<file path="config.mk">
export PLATFORM = sky130hd
export DESIGN_NAME = snake_score_counter
export DESIGN_NICKNAME = d
export VERILOG_FILES = /design/src/rtl/snake_score_counter.sv
export SDC_FILE = /design/constraint.sdc
export NUM_CORES = 1
export LEC_CHECK = 0
export BUFFER_PORTS_ARGS = -buffer_cell sky130_fd_sc_hd__buf_4
export CORE_AREA = 5 5 42 44
export CTS_BUF_LIST = sky130_fd_sc_hd__clkbuf_4 sky130_fd_sc_hd__clkbuf_8
export CTS_CLUSTER_SIZE = 20
export DETAILED_ROUTE_END_ITERATION = 7
export DIE_AREA = 0 0 47 49
export SLEW_MARGIN = 25
export SYNTH_ARGS = -nofsm -noshare
export SYNTH_HDL_FRONTEND = slang
export SYNTH_SLANG_ARGS = --single-unit
</file>
<file path="constraint.sdc">
create_clock -name CLOCK -period 2.9 [get_ports CLOCK]
set_input_delay 0.29 -clock CLOCK [delete_from_list [all_inputs] [get_ports CLOCK]]
set_output_delay 0.29 -clock CLOCK [all_outputs]
set_load 0.02 [all_outputs]
</file>
<file path="src/rtl/snake_score_counter.sv">
// Game score counter: counts apple-eaten rising edges in play, freezes in game over, clears in idle.
// Latency: one cycle from eat rise to SCORE_OUT/POINT_PULSE. No backpressure; every input sampled each edge.
// Optional best-final-score tracking on HIGH_SCORE_OUT when SNAKE_SCORE_HIGH_SCORE_EN is defined.
module snake_score_counter #(
    parameter int WIDTH     = 4,
    parameter int WIN_SCORE = 10
) (
    input  logic             CLOCK,
    input  logic             RESET_N,
    input  logic [1:0]       STATE_IN,
    input  logic             APPLE_EATEN,
    output logic [WIDTH-1:0] SCORE_OUT,
    output logic             POINT_PULSE,
    output logic [WIDTH-1:0] HIGH_SCORE_OUT
);

    localparam logic [1:0] ST_PLAY = 2'b01;
    localparam logic [1:0] ST_OVER = 2'b10;
    localparam logic [WIDTH-1:0] WIN = WIDTH'(WIN_SCORE);

    logic [WIDTH-1:0] score_q, score_d;
    logic             pulse_q, pulse_d;
    logic             eat_q;
    logic             rise;

    assign rise = APPLE_EATEN & ~eat_q;

    always_comb begin
        score_d = score_q;
        pulse_d = 1'b0;
        case (STATE_IN)
            ST_PLAY: begin
                if (rise && (score_q < WIN)) begin
                    score_d = score_q + WIDTH'(1);
                    pulse_d = 1'b1;
                end
            end
            ST_OVER: score_d = score_q;
            default: score_d = '0;
        endcase
    end

    // eat_q resets high so an eat level already present at release is not a rise.
    always_ff @(posedge CLOCK or negedge RESET_N) begin
        if (!RESET_N) begin
            score_q <= '0;
            pulse_q <= 1'b0;
            eat_q   <= 1'b1;
        end else begin
            score_q <= score_d;
            pulse_q <= pulse_d;
            eat_q   <= APPLE_EATEN;
        end
    end

    assign SCORE_OUT   = score_q;
    assign POINT_PULSE = pulse_q;

`ifdef SNAKE_SCORE_HIGH_SCORE_EN
    logic [WIDTH-1:0] high_q, high_d;

    always_comb begin
        high_d = high_q;
        if ((STATE_IN == ST_OVER) && (score_q > high_q)) begin
            high_d = score_q;
        end
    end

    always_ff @(posedge CLOCK or negedge RESET_N) begin
        if (!RESET_N) begin
            high_q <= '0;
        end else begin
            high_q <= high_d;
        end
    end

    assign HIGH_SCORE_OUT = high_q;
`else
    assign HIGH_SCORE_OUT = '0;
`endif

endmodule

</file>
==> key figures <==
Yosys
  – Cell Area, Synth: 364 um^2
  – Synth Area in Compound Gates: 17.9%
  – Cell taking the most area after synthesis: dfrtp_1
  – Synth Register Bits: 6
  – Synth warnings: 0
  – Main synth FF type: dfrtp_1
  – Post-Synthesis Cells: 34
  – Largest family of logic cells by synthesized area: simple AND/OR/NAND/NOR gates
  – Sequential fraction of the synthesis area: 41.6%
  – Yosys top cell area share: 34.4%
  – Asr flop ratio synth: 100%
  – Mux cell area share after synthesis: 0%
  – Xor/xnor cell area share of the yosys netlist: 0%
  – Count leader, synth: nand2_1
  – Adder-cell area share of the yosys netlist: 3.44%
  – Post-synth cell types: 19
  – EDFF count, synth: 0
  – Top post-synthesis cells by area: dfrtp_1 (34%), o211ai_2 (10%), buf_4 (8.2%)
  – Top post-synthesis cells by count: nand2_1 (6), dfrtp_1 (5), buf_4 (4)
  – Synth Area per Inst: 10.7 um^2
  – Post-synthesis simple-gate area fraction: 27.8%

Worst setup path
  – Slowest library cell on the worst path: dfrtp_1
  – Critical Path End Type: output pin
  – Worst path buffer plus inverter count: 1
  – Setup Crit Path Kind: reg2out
  – Slowest stage delay, CP: 0.45 ns
  – CP Cell Sequence: buf_4
  – Crit-path leading delay family: flip-flops
  – CP Launch Type: flip-flop
  – CP required: 2.61 ns
  – CP Max Fanout: 6
  – Critical Path AT: 0.88 ns

Clock tree
  – Post-cts resize count: 0
  – Clk root buf: clkbuf_4
  – # hold bufs at CTS: 1
  – CTS sink count: 6
  – Postcts setup bufs: 0
  – CTS clk-pin slew, worst paths: 0.05 ns
  – H-tree levels: 1
  – CTS tree: yes
  – Clock Path Buffers: 2
  – Num CTS Buffers: 3
  – Skew-Pair Late Insertion Delay: 0.24 ns

Routing
  – Initial DRT Pass Iterations: 3
  – DR DRC count: 0
  – DR iter-0 viols: 2
  – Post-Route WL: 718 um
  – Antenna-violating nets left: 0
  – Via total after detailed routing: 290
  – WL/cell: 11.4 um
  – Via/cell ratio: 4.60

Pwr
  – Final Total Pwr: 206 uW
  – P per Cell Area: 436 nW/um^2
  – Maximum VDD drop: 0.0888 mV
  – Pleak: 0.000251 uW

Floorplanning
  – Floorplan row count: 14
  – I/O pins: 14
  – Die W: 47 um
  – DIE AREA: 2300 um^2
  – Starting Density: 26.0%
  – Core Box Area: 1400 um^2
  – Die Span Y: 49 um

STA
  – Pins Over Slew Limit: 0
  – Hold slack final: 0.172 ns
  – Aggregate negative setup slack: 0 ns
  – RSZ-0062 raised after global routing: false
  – Fin. Hold Viols: 0
  – Setup-failing EPs final: 0
  – Fmax: 853 MHz
  – Skew final: 0.00895 ns
  – Period utilization: 40.4%
  – Final Critical Period: 1.17 ns

Global route
  – All-Layer GR Usage: 6.99%
  – Vias in the first global route: 282
  – Overflow left after global routing: 0
  – Initial antenna violation count: 0
  – First-pass GRT wire length: 1.17 mm
  – Largest net degree at the start of global routing: 8

Place
  – Port bufs: 9
  – Final GP Congestion: 0.692

Final layout
  – # diodes: 0
  – Nets: 54
  – Layout cells sized above 1: 44.7%
  – FF+latch area: 151 um^2
  – Filler instances: 154
  – Area of the multi-input gates: 194 um^2
  – Area grow syn2layout: 29.9%

Flow run
  – Max-cap violations: 0

Hold path
  – Hold crit path type: in2reg

Status
  – Run status: completed
==> sequential cells by signal, summed over array words and instances, names as in the netlist <==
signal	cells
SCORE_OUT	4
POINT_PULSE	1
eat_q	1
==> cell families (layout without fill, tap and decap cells) <==
kind of cell,count (synthesis),count (layout)
AOI/OAI and AO/OA,6,6
adders and majority gates,1,1
buffers and inverters,4,14
DFF,6,6
other,1,4
and+or+nand+nor,16,16
==> through the flow <==
| stage | area (um^2) | std cells | setup slack [ns] | utilization [%] |
|---|---|---|---|---|
| after floorplan | 375 | 37 | 1.79 | - |
| after global placement | 433 | 58 | 1.81 | 30.9 |
| after detailed placement | 433 | 58 | 1.80 | 30.9 |
| after CTS | 473 | 63 | 1.71 | 33.8 |
| after global routing | 473 | 63 | 1.68 | 33.8 |
| final | 473 | 63 | 1.73 | 33.8 |
==> final cells by class <==
type / instances / share of cell area [%]
multi-input cells: 27 / 41.0
flip-flops and latches: 6 / 32.0
repair buffers: 10 / 16.4
clock buffers: 4 / 6.35
well taps: 16 / 4.23
==> layer usage <==
metal	share of wire, %	track usage [%]	up-vias
met5	0	0	-
met4	0	5.53	0
met3	13	1.85	0
met2	48	10.2	12
met1	39	8.20	135
li1	-	-	143
==> placed cells by master, fill, tap and decap left out <==
master / netlist / final
buf_4: 4 / 9
nand2_1: 6 / 6
dfrtp_1: 5 / 5
conb_1: 1 / 4
clkbuf_4: 0 / 4
o211ai_2: 3 / 3
nand4_1: 2 / 2
nor2b_4: 1 / 1
o21ai_2: 1 / 1
and2b_1: 1 / 1
and3_2: 1 / 1
nor2b_1: 1 / 1
a41o_1: 1 / 1
a22o_1: 1 / 1
and3_1: 1 / 1
nor3b_1: 1 / 1
and2_4: 1 / 1
nand4b_1: 1 / 1
ha_1: 1 / 1
dfstp_2: 1 / 1
dlygate4sd3_1: 0 / 1
==> final timing paths <==
kind | start | endpoint | slack [ns] | depth (start not counted)
max | SCORE_OUT[2]$_DFFE_PN0P_ | SCORE_OUT[2] | 1.73 | 1
min | APPLE_EATEN | eat_q$_DFF_PN1_ | 0.17 | 1
max reg2reg | SCORE_OUT[2]$_DFFE_PN0P_ | SCORE_OUT[0]$_DFFE_PN0P_ | 1.79 | 3
min reg2reg | SCORE_OUT[3]$_DFFE_PN0P_ | SCORE_OUT[3]$_DFFE_PN0P_ | 0.58 | 1
max in group asynchronous | RESET_N | eat_q$_DFF_PN1_ | 2.29 | 2
min in group asynchronous | RESET_N | SCORE_OUT[2]$_DFFE_PN0P_ | 0.40 | 2
==> power breakdown <==
group          switching (uW)  internal (uW)
Sequential               2.38           86.6
Clock                    29.8           61.4
Combinational            15.1           11.1
Total                    47.3            159
(Power assumes the default switching activity.)
